<file path="config.mk">
export PLATFORM = sky130hd
export DESIGN_NAME = wb_queue_flat
export DESIGN_NICKNAME = d
export VERILOG_FILES = /design/src/rtl/wb_queue_if.sv /design/src/rtl/wb_queue.sv /design/src/flat_wrapper.sv
export SDC_FILE = /design/constraint.sdc
export NUM_CORES = 1
export LEC_CHECK = 0
export BUFFER_PORTS_ARGS = -buffer_cell sky130_fd_sc_hd__buf_2
export CORE_UTILIZATION = 25
export DETAILED_ROUTE_END_ITERATION = 8
export MAX_ROUTING_LAYER = met4
export PLACE_DENSITY = 0.46
export SYNTH_ARGS = -nofsm -noshare
export SYNTH_HDL_FRONTEND = slang
export SYNTH_SLANG_ARGS = --single-unit
</file>
<file path="constraint.sdc">
create_clock -name clk -period 6.5 [get_ports clk]
set_input_delay 0.65 -clock clk [delete_from_list [all_inputs] [get_ports clk]]
set_output_delay 0.65 -clock clk [all_outputs]
set_load 0.03 [all_outputs]
</file>
<file path="src/rtl/wb_queue_if.sv">
// Handshake, write-port and forwarding-lookup bundle for the writeback queue.
// The master side is the producer/decode side; the slave side is the queue.
interface wb_queue_if #(
   parameter int DEPTH = 4,
   parameter int XLEN  = 32
);
   logic                         in_valid;
   logic                         in_ready;
   logic [4:0]                   in_rd;
   logic [XLEN-1:0]              in_data;
   logic                         RegWrite;
   logic [4:0]                   rd;
   logic [XLEN-1:0]              Rd;
   logic [4:0]                   rs1;
   logic [4:0]                   rs2;
   logic                         hit1;
   logic                         hit2;
   logic [XLEN-1:0]              fwd1;
   logic [XLEN-1:0]              fwd2;
   logic [$clog2(DEPTH+1)-1:0]   count;

   modport master (
      output in_valid, in_rd, in_data, rs1, rs2,
      input  in_ready, RegWrite, rd, Rd, hit1, hit2, fwd1, fwd2, count
   );

   modport slave (
      input  in_valid, in_rd, in_data, rs1, rs2,
      output in_ready, RegWrite, rd, Rd, hit1, hit2, fwd1, fwd2, count
   );
endinterface

</file>
<file path="src/rtl/wb_queue.sv">
// In-order writeback FIFO draining one entry per cycle into the register file,
// with youngest-wins forwarding lookups. Define WBQ_INPUT_FWD_EN to also forward the incoming result.
module wb_queue #(
   parameter int DEPTH = 4,
   parameter int XLEN  = 32
) (
   input  logic       clk,
   input  logic       rst,
   wb_queue_if.slave  bus
);
   localparam int PW = $clog2(DEPTH);
   localparam int CW = $clog2(DEPTH + 1);

`ifdef WBQ_INPUT_FWD_EN
   localparam bit INPUT_FWD = 1'b1;
`else
   localparam bit INPUT_FWD = 1'b0;
`endif

   typedef struct packed {
      logic [4:0]      rd;
      logic [XLEN-1:0] data;
   } entry_t;

   entry_t          mem [DEPTH];
   logic [DEPTH-1:0] vld;
   logic [PW-1:0]   head;
   logic [PW-1:0]   tail;
   logic [CW-1:0]   cnt;
   logic            push;
   logic            pop;

   assign bus.in_ready = (cnt < CW'(DEPTH));
   // x0 results complete the handshake but never occupy an entry.
   assign push = bus.in_valid && bus.in_ready && (bus.in_rd != 5'd0);
   assign pop  = (cnt != '0);

   always_ff @(posedge clk or posedge rst) begin
      if (rst) begin
         head <= '0;
         tail <= '0;
         cnt  <= '0;
         vld  <= '0;
      end else begin
         if (pop) begin
            vld[head] <= 1'b0;
            head      <= head + PW'(1);
         end
         if (push) begin
            vld[tail] <= 1'b1;
            tail      <= tail + PW'(1);
         end
         case ({push, pop})
            2'b10:   cnt <= cnt + CW'(1);
            2'b01:   cnt <= cnt - CW'(1);
            default: cnt <= cnt;
         endcase
      end
   end

   always_ff @(posedge clk) begin
      if (push) mem[tail] <= '{rd: bus.in_rd, data: bus.in_data};
   end

   assign bus.count    = cnt;
   assign bus.RegWrite = pop;
   assign bus.rd       = pop ? mem[head].rd   : 5'd0;
   assign bus.Rd       = pop ? mem[head].data : '0;

   logic            h1, h2;
   logic [XLEN-1:0] f1, f2;
   logic [PW-1:0]   idx;

   // Walk from head toward tail so later (younger) matches override older ones.
   always_comb begin
      h1  = 1'b0;
      h2  = 1'b0;
      f1  = '0;
      f2  = '0;
      idx = head;
      for (int k = 0; k < DEPTH; k++) begin
         idx = head + PW'(k);
         if (vld[idx] && bus.rs1 != 5'd0 && mem[idx].rd == bus.rs1) begin
            h1 = 1'b1;
            f1 = mem[idx].data;
         end
         if (vld[idx] && bus.rs2 != 5'd0 && mem[idx].rd == bus.rs2) begin
            h2 = 1'b1;
            f2 = mem[idx].data;
         end
      end
      if (INPUT_FWD && push && bus.in_rd == bus.rs1) begin
         h1 = 1'b1;
         f1 = bus.in_data;
      end
      if (INPUT_FWD && push && bus.in_rd == bus.rs2) begin
         h2 = 1'b1;
         f2 = bus.in_data;
      end
   end

   assign bus.hit1 = h1;
   assign bus.hit2 = h2;
   assign bus.fwd1 = f1;
   assign bus.fwd2 = f2;
endmodule
</file>
<file path="src/flat_wrapper.sv">
// flat-port wrapper written by rule: the top's interface ports become plain ports
module wb_queue_flat 
#(
   parameter int DEPTH = 4,
   parameter int XLEN  = 32
)
  (clk, rst, bus_in_valid, bus_in_rd, bus_in_data, bus_rs1, bus_rs2, bus_in_ready, bus_RegWrite, bus_rd, bus_Rd, bus_hit1, bus_hit2, bus_fwd1, bus_fwd2, bus_count);
  wb_queue_if #(.DEPTH(DEPTH), .XLEN(XLEN)) bus_i ();
  input  logic clk;
  input  logic rst;
  input wire logic [$bits(bus_i.in_valid)-1:0] bus_in_valid;
  input wire logic [$bits(bus_i.in_rd)-1:0] bus_in_rd;
  input wire logic [$bits(bus_i.in_data)-1:0] bus_in_data;
  input wire logic [$bits(bus_i.rs1)-1:0] bus_rs1;
  input wire logic [$bits(bus_i.rs2)-1:0] bus_rs2;
  output wire logic [$bits(bus_i.in_ready)-1:0] bus_in_ready;
  output wire logic [$bits(bus_i.RegWrite)-1:0] bus_RegWrite;
  output wire logic [$bits(bus_i.rd)-1:0] bus_rd;
  output wire logic [$bits(bus_i.Rd)-1:0] bus_Rd;
  output wire logic [$bits(bus_i.hit1)-1:0] bus_hit1;
  output wire logic [$bits(bus_i.hit2)-1:0] bus_hit2;
  output wire logic [$bits(bus_i.fwd1)-1:0] bus_fwd1;
  output wire logic [$bits(bus_i.fwd2)-1:0] bus_fwd2;
  output wire logic [$bits(bus_i.count)-1:0] bus_count;
  assign bus_i.in_valid = bus_in_valid;
  assign bus_i.in_rd = bus_in_rd;
  assign bus_i.in_data = bus_in_data;
  assign bus_i.rs1 = bus_rs1;
  assign bus_i.rs2 = bus_rs2;
  assign bus_in_ready = bus_i.in_ready;
  assign bus_RegWrite = bus_i.RegWrite;
  assign bus_rd = bus_i.rd;
  assign bus_Rd = bus_i.Rd;
  assign bus_hit1 = bus_i.hit1;
  assign bus_hit2 = bus_i.hit2;
  assign bus_fwd1 = bus_i.fwd1;
  assign bus_fwd2 = bus_i.fwd2;
  assign bus_count = bus_i.count;
  wb_queue #(.DEPTH(DEPTH), .XLEN(XLEN)) u_core (.clk(clk), .rst(rst), .bus(bus_i));
endmodule
</file>
==> run summary, run 1 <==
Outcome - finished clean
Gp weighted congestion - 0.863
TritonCTS buffer count - 17
Via count - 8,519
Hpwl dp - 24,300 um
Ys flop type - edfxtp_1
Initial antenna violation count - 4
Final Hold Viols - 0
Crit Path Max Fanout - 63
Crit-path slowest cell - buf_4
Net count after synthesis - 1,018
Synth Cell Area - 0.0114 mm^2
Critical path class - flip-flop to primary output
Maxcap violations - 0
Cells after synthesis - 958
Core area - 0.0445 mm^2
Yosys warns - 0
Die width - 215 um
PortBufs - 157
Post-synthesis average cell area - 11.9 um^2
Max stage delay on crit path - 0.82 ns
Pre-Repair DR Iteration Count - 5
DRC viols - 0
Clock root buffer - clkbuf_16
Setup TNS - 0 ns
CTS max path bufs - 2
Die Ht - 215 um
Avg WL per Cell - 22.0 um
Grt total ovfl - 0
Sink Count - 159
Worst-Skew Late Latency - 0.44 ns
Post-synth EDFFs - 148
GRT Total Usage - 0.163
CP Capture Type - primary output
Worst Tran Pin Value - 1.08 ns
FF+latch count, synth - 159
Die area - 0.0463 mm^2
Worst-path clk slew - 0.07 ns
RSZ-0062 raised after global routing - no
Vias in the first global route - 8,386
Crit path launch - u_core.head[0]$_DFFE_PP0N_
Largest net degree at the start of global routing - 81
Slew headroom - 0.280
Final std cells w/o fill - 1,673
Asr flop ratio synth - 0.0692
Arr. time, crit path - 4.89 ns
Vias per cell - 5.09
Layout Area Growth over Synthesis - 17.1%
H-tree levels - 4
Clk_skew - 0.00956 ns
Starting Density - 0.255
Routed WL - 36,700 um
Leak Pwr - 0.00468 uW
F_max - 0.180 GHz
Reg2Reg Depth - 5
Top-level I/O count - 158
Fin crit period - 5.54 ns
Share of layout cells above drive strength 1 - 0.325
Setup Fix Bufs, Post-CTS - 0
Crit share post-route - 0.853
CP Launch Type - flip-flop
CP most frequent cell - buf_4
Worst Path Required - 5.85 ns
Fin. max-slew vios - 0
Cell variety after synth - 51
PD cells - 522 mW/mm^2
Hold_buf cts - 0
Worst-path cell chain - buf_4 > buf_4 > mux4_2 > xnor2_1 > nand4_1 > nor2_4 > buf_4 > mux2i_1 > nor3_1 > o22a_1 > buf_2
Final Setup Violations - 0
NumNets Final - 1,123
Sequential area share after synthesis - 0.416
Max VDD drop - 0.255 mV
Placed Cells incl. Taps - 1,636
Site Rows - 77
Routed Antenna Nets - 0
Reg2Reg Launch Point - u_core.head[0]$_DFFE_PP0N_
Drt initial violations - 615
Global-route wire length before repair - 54,600 um
CTS resizes - 0
Hold Path Class - input port to async pin
TritonCTS clock tree - yes
per-layer routing:
layer,global-route usage,part of all wire,vias to the layer above,wire [um]
met5,-,0,-,0
met2,0.253,0.47,232,17300
met1,0.214,0.47,4329,17200
li1,-,-,3917,-
met3,0.0300,0.041,41,1510
met4,0.0508,0.020,0,726
path summary, 6_finish.rpt:
| kind | end | slack, ns |
|---|---|---|
| worst max register to register | u_core.vld[1]$_DFF_PP0_ | 3.97 |
| worst max-delay path | bus_fwd2[7] | 0.96 |
| worst min register to register | u_core.bus.count[0]$_DFFE_PP0P_ | 0.53 |
| max in group asynchronous | u_core.head[0]$_DFFE_PP0N_ | 5.81 |
| min in group clk | u_core.mem[3][12]$_DFFE_PP_ | 0.43 |
| worst min-delay path | u_core.bus.count[2]$_DFFE_PP0P_ | 0.25 |
power by group:
group	leakage [uW]	internal, uW	switching, uW
combinational	0.00289	1720	2670
clock	0.000321	688	436
sequential	0.00148	1300	119
through the flow:
stage               worst slack, ns  utilization  total power (uW)  cell area (um^2)  hold WS (ns)
global route                  0.581        0.299              7380             13300         0.298
finish                        0.956        0.299              6940             13300         0.255
global placement               1.44        0.284              5840             12600         0.510
detailed placement             1.42        0.284              5870             12600         0.527
CTS                           0.941        0.298              7030             13300         0.263
floorplan                      1.25            -              4810             11400         0.483
state kept, by name, summed over array words and instances, names as in the netlist:
register          flops
u_core.mem          148
u_core.vld            4
u_core.bus.count      3
u_core.head           2
u_core.tail           2
synth_stat cells (29+ instances only):
| master | count | share of area |
|---|---|---|
| nor3_1 | 42 | 0.019 |
| mux4_2 | 79 | 0.16 |
| o21ai_0 | 68 | 0.030 |
| and2_1 | 32 | 0.018 |
| mux2i_1 | 101 | 0.089 |
| o22a_1 | 29 | 0.022 |
| nor2_1 | 47 | 0.016 |
| clkbuf_1 | 44 | 0.015 |
| nand2_1 | 88 | 0.029 |
| edfxtp_1 | 148 | 0.39 |
| xnor2_1 | 40 | 0.031 |
| a21oi_1 | 32 | 0.014 |
| mux2_2 | 34 | 0.034 |
area by class of cell:
class | count | area, um^2
Clock inverter | 15 | 231
Sequential cell | 159 | 4730
Inverter | 14 | 52.6
Clock buffer | 17 | 425
Tap cell | 592 | 741
Timing Repair Buffer | 175 | 921
Fill cell | 4531 | 31200
Multi-Input combinational cell | 696 | 6180
Antenna cell | 5 | 12.5
cell usage in the layout, fill, tap and decap left out, types with 9 or more instances in the layout:
cell	n
buf_2	157
edfxtp_1	148
mux2i_1	101
nand2_1	88
mux4_2	79
o21ai_0	68
nor2_1	46
nor3_1	41
xnor2_1	40
mux2_2	34
a21oi_1	31
o22a_1	29
and2_1	28
o221ai_1	18
buf_4	18
clkbuf_16	17
inv_1	12
o221ai_2	10
dfrtp_1	9
kinds of logic (layout without fill, tap and decap cells):
family	count (synthesis)	count (layout)	share of synthesized area
buffers and inverters	103	221	0.0440
AOI/OAI and AO/OA	183	183	0.113
muxes	214	214	0.279
xor gates and xnor gates	48	48	0.0370
adders and majority gates	10	10	0.0117
other	0	5	0
and+or+nand+nor	241	241	0.0995
DFF	159	159	0.416
critical path: cells and delay by family (launching register included):
family / cells / cell delay [ns]
buffers and inverters: 4 / 2.05
AO/OA/AOI/OAI: 1 / 0.29
flip-flops: 1 / 0.60
multiplexers: 2 / 0.74
AND/OR/NAND/NOR: 3 / 0.44
XOR/XNOR: 1 / 0.27
Power figures use the tool's default switching activity.
==> run 2, diff against run 1 <==
Settings changed: REMOVE_ABC_BUFFERS set to 1.
==> run 2 against run 1 <==
Compared with the run above: worst setup slack gained 0.33 ns; largest cell class unchanged; sequential cell count unchanged; combinational power is 2% lower; die area stayed put; global-route usage is 0.38 points lower; final area fell by 0.15%; power decreased by 2.2%; wire length shrank 3.0%; core utilization barely moved; clock-buffer cell count increased by 1.
==> run summary, run 2 (synthesis results as in run 1) <==
Arr. time, crit path - 4.57 ns
Worst hold-check slack - 0.226 ns
Worst-path cell chain - inv_1 > ha_4 > mux4_2 > xnor2_1 > nand4_1 > nor2_4 > buf_12 > mux2i_1 > nor3_1 > o22a_1 > buf_2
Largest net degree at the start of global routing - 136
Post-route cell area - 0.0133 mm^2
Drt initial violations - 467
Maxcap violations - 0
Grt total ovfl - 0
Max VDD drop - 0.337 mV
Pre-Repair DR Iteration Count - 6
Site Rows - 77
Global-route wire length before repair - 53,700 um
CTS resizes - 0
Hpwl dp - 24,000 um
Via count - 8,383
Commonest non-fill, non-tap cell in the layout - buf_2
PortBufs - 157
Crit share post-route - 0.803
Slew headroom - 0.266
NumNets Final - 1,124
Clock root buffer - clkbuf_16
F_max - 0.192 GHz
Sink Count - 159
Final Setup Violations - 0
Routed WL - 35,600 um
TritonCTS buffer count - 17
Hold_buf cts - 0
Gp weighted congestion - 0.821
Vias per cell - 5.01
Fin. max-slew vios - 0
Worst Setup EP - bus_fwd2[10]
Avg WL per Cell - 21.3 um
Setup TNS - 0 ns
Die Ht - 215 um
Top reg by flops - u_core.mem
Starting Density - 0.255
CP bufs+invs - 3
Die area - 0.0463 mm^2
Share of layout cells above drive strength 1 - 0.322
Worst-path clk slew - 0.06 ns
Vias in the first global route - 8,426
Max stage delay on crit path - 0.68 ns
CP Capture Type - primary output
GRT Total Usage - 0.159
Worst-Skew Late Latency - 0.43 ns
DRC viols - 0
Placed Cells incl. Taps - 1,637
Leak Pwr - 0.00466 uW
Reg2Reg Launch Point - u_core.bus.count[0]$_DFFE_PP0P_
Crit path launch - u_core.head[0]$_DFFE_PP0N_
Top delay family on crit path - simple AND/OR/NAND/NOR gates
CTS max path bufs - 2
Dpl cell area - 0.0127 mm^2
Layout Area Growth over Synthesis - 16.9%
Setup Fix Bufs, Post-CTS - 0
Routed Antenna Nets - 0
Outcome - finished clean
Final std cells w/o fill - 1,674
Most frequent cells in the layout - buf_2 (157), edfxtp_1 (148), mux2i_1 (101)
R2R Setup Slk - 3.92 ns
Largest register FFs - 148
Die width - 215 um
Crit-path slowest cell - dfrtp_4
RSZ-0062 raised after global routing - no
Layout Utilization - 0.298
Reg2reg end - u_core.bus.count[2]$_DFFE_PP0P_
Core area - 0.0445 mm^2
Fin crit period - 5.22 ns
Worst Path Required - 5.85 ns
H-tree levels - 4
Worst Tran Pin Value - 1.09 ns
PD cells - 512 mW/mm^2
Top-level I/O count - 158
Critical path class - flip-flop to primary output
Hold Path Class - input port to async pin
Reg2Reg Depth - 9
Clk_skew - 0.00963 ns
Initial antenna violation count - 6
Crit. path cell count - 11
TritonCTS clock tree - yes
Crit Path Max Fanout - 35
CP Launch Type - flip-flop
Final Hold Viols - 0
-- run 2: cell types whose count changed in the layout (fill, tap and decap cells not counted) --
cell	previous run	this run
bufinv_16	5	4
clkinv_4	2	1
clkinv_1	0	2
buf_12	0	2
inv_2	2	1
inv_6	4	0
clkbuf_1	0	1
buf_4	18	17
clkinvlp_4	1	2
diode_2	5	6
inv_8	1	0
clkinv_2	2	5
-- run 2: worst reg2reg max path, stage by stage (launching register included) --
cell	delay, ns
dfrtp_1	0.42
nor3_1	0.08
buf_4	0.19
inv_2	0.64
ha_1	0.37
inv_1	0.06
fa_1	0.37
xor2_1	0.15
nor2_1	0.11
xnor2_1	0.12
-- run 2: worst min-delay path by stage --
stage	to	depth (start not counted)	slack, ns
final	u_core.bus.count[2]$_DFFE_PP0P_	2	0.23
after global routing	u_core.vld[1]$_DFF_PP0_	2	0.26
after CTS	u_core.vld[1]$_DFF_PP0_	2	0.22
after detailed placement	u_core.vld[1]$_DFF_PP0_	1	0.52
after global placement	u_core.vld[1]$_DFF_PP0_	1	0.51
after floorplan	u_core.vld[0]$_DFF_PP0_	1	0.48
-- run 2: per-stage QoR --
| step | setup WS [ns] | power [uW] |
|---|---|---|
| 3_5_place_dp | 1.68 | 5830 |
| 3_3_place_gp | 1.69 | 5800 |
| 4_1_cts | 1.18 | 6880 |
| 5_1_grt | 0.942 | 7240 |
| 6_report | 1.28 | 6790 |
| 2_1_floorplan | -4.70 | 4940 |
-- run 2: metal layers --
layer	global-route usage	wire length, um	vias to the layer above
met3	0.0282	1380	28
met1	0.201	16300	4238
met2	0.260	17600	209
met4	0.0454	399	0
li1	-	-	3908
met5	-	0	-
-- run 2: power breakdown --
part / total, uW / switching [uW] / internal, uW
clock: 1040 / 400 / 635
combinational: 4310 / 2580 / 1720
sequential: 1450 / 146 / 1300
total: 6790 / 3130 / 3660
-- run 2: area by class of cell --
| type | instances | area, um^2 |
|---|---|---|
| antenna | 6 | 15.0 |
| clock buffer | 18 | 429 |
| clock inverter | 13 | 171 |
| fill | 4520 | 31200 |
| inverter | 14 | 53.8 |
| multi-input combinational | 696 | 6180 |
| sequential | 159 | 4730 |
| tap | 592 | 741 |
| timing repair buffer | 176 | 953 |
==> run 3, diff against run 2 <==
Settings changed: PLACE_DENSITY 0.46 to 0.48.
Clock period 6.5 ns to 4.2 ns, I/O delays scaled along.
==> run 3 against run 2 <==
Compared with the run above: wire length up 5.1%; critical path depth up 1; register-to-register slack worse by 2.2 ns.
==> run summary, run 3 (synthesis results as in run 1) <==
Slew headroom - 0.274
Die Ht - 215 um
Routed WL - 37,400 um
Layout Utilization - 0.307
Crit-path slowest cell - mux4_2
Worst Path Required - 3.78 ns
Global-route wire length before repair - 55,300 um
Top reg by flops - u_core.mem
Vias per cell - 5.12
Die width - 215 um
Critical path class - flip-flop to primary output
Grt total ovfl - 0
Vias in the first global route - 8,740
Dpl cell area - 0.0128 mm^2
Worst-path cell chain - inv_1 > ha_4 > buf_12 > mux4_2 > xnor2_1 > nand4_1 > nor2_4 > nor2b_1 > or3_4 > buf_4 > o221ai_1 > buf_2
Crit Path Max Fanout - 8
TritonCTS clock tree - yes
Clk_skew - 0.0103 ns
Pre-Repair DR Iteration Count - 6
F_max - 0.247 GHz
Crit share post-route - 0.965
Top-level I/O count - 158
Worst Tran Pin Value - 1.09 ns
Largest net degree at the start of global routing - 53
Site Rows - 77
H-tree levels - 4
Commonest non-fill, non-tap cell in the layout - buf_2
Final Hold Viols - 0
PD cells - 791 mW/mm^2
Share of layout cells above drive strength 1 - 0.353
GRT Total Usage - 0.165
Outcome - finished clean
Max stage delay on crit path - 0.54 ns
Maxcap violations - 0
RSZ-0062 raised after global routing - no
Hold Path Class - input port to async pin
Filler Cell Count - 4,525
Fin crit period - 4.05 ns
DRC viols - 0
Most frequent cells in the layout - buf_2 (154), edfxtp_1 (148), mux2i_1 (99)
Via count - 8,754
Die area - 0.0463 mm^2
Max VDD drop - 0.332 mV
Post-route cell area - 0.0137 mm^2
Layout Area Growth over Synthesis - 20.2%
Largest register FFs - 148
Sink Count - 159
Drt initial violations - 610
Initial antenna violation count - 3
Starting Density - 0.255
PortBufs - 157
CP Launch Type - flip-flop
CP Capture Type - primary output
Clock root buffer - clkbuf_16
Final Setup Violations - 0
Leak Pwr - 0.00484 uW
TritonCTS buffer count - 17
Routed Antenna Nets - 0
Worst-Skew Late Latency - 0.42 ns
Avg WL per Cell - 21.9 um
Setup TNS - 0 ns
Worst-path clk slew - 0.07 ns
CTS max path bufs - 2
NumNets Final - 1,161
Arr. time, crit path - 3.63 ns
Gp weighted congestion - 0.841
Core area - 0.0445 mm^2
Hpwl dp - 25,400 um
Fin. max-slew vios - 0
[run 3: changes by cell type in the layout (fill, tap and decap cells not counted), moves of 3 or more]
cell       delta
buf_12        +4
buf_2         -3
buf_4        +27
buf_6         +4
bufinv_16     -3
clkinv_2      -3
diode_2       -3
inv_6         +4
[run 3: where the power goes]
group          total, uW  leakage [uW]  switching, uW  internal [uW]
clock network       1490      0.000263            663            825
logic               7130       0.00311           4240           2890
registers           2180       0.00148            158           2020
total              10800       0.00484           5060           5730
[run 3: what timing repair did]
action / in CTS / in global routing
gates cloned: 1 / 1
endpoints found under the setup margin: 54 / 56
hold buffers: 0 / 0
setup buffers: 5 / 10
gates resized for setup: 7 / 14
pin swaps: 3 / 7
[run 3: per-stage QoR]
step | cells | setup slack [ns] | hold slack (ns) | power, uW
global route | 1709 | 0.00140 | 0.0261 | 11500
detailed placement | 1657 | 0.193 | 0.479 | 9170
finish | 1709 | 0.146 | 0.00370 | 10800
global placement | 1657 | 0.232 | 0.469 | 9120
CTS | 1695 | 0.0286 | 0.0170 | 10800
floorplan | 869 | -6.77 | 0.272 | 7560
[run 3: final timing paths]
path / cells past startpoint / from / slack [ns] / endpoint
min in group clk: 1 / bus_in_data[12] / 0.21 / u_core.mem[1][12]$_DFFE_PP_
worst max-delay path: 12 / u_core.head[0]$_DFFE_PP0N_ / 0.15 / bus_fwd1[8]
max in group asynchronous: 2 / rst / 3.82 / u_core.head[1]$_DFFE_PP0N_
worst min-delay path: 2 / rst / 0.004 / u_core.bus.count[0]$_DFFE_PP0P_
worst max register to register: 4 / u_core.bus.count[2]$_DFFE_PP0P_ / 1.68 / u_core.mem[0][2]$_DFFE_PP_
worst min register to register: 1 / u_core.bus.count[0]$_DFFE_PP0P_ / 0.54 / u_core.bus.count[0]$_DFFE_PP0P_
[run 3: routing by layer]
layer  track usage  wire length, um  vias up
met1         0.219            17200     4467
met3        0.0217             1650       32
met2         0.266            18200      249
li1              -                -     4006
met5             -                0        -
met4        0.0388              423        0
[run 3: critical path, delay by kind of cell, from the launching register on]
| kind | cells | cell delay, ns |
|---|---|---|
| and+or+nand+nor | 4 | 0.85 |
| buffers and inverters | 4 | 0.69 |
| muxes | 1 | 0.54 |
| DFF | 1 | 0.44 |
| adders and majority gates | 1 | 0.29 |
| AOI/OAI and AO/OA | 1 | 0.23 |
| xor gates and xnor gates | 1 | 0.17 |
[run 3: cell type report]
type                            instances  area, um^2  area share
Tap cell                              592         741      0.0543
Inverter                               14        53.8     0.00394
Clock inverter                         14         133     0.00972
Timing Repair Buffer                  212        1320      0.0968
Multi-Input combinational cell        697        6240       0.457
Antenna cell                            3        7.51    0.000550
Clock buffer                           18         429      0.0314
Sequential cell                       159        4730       0.346
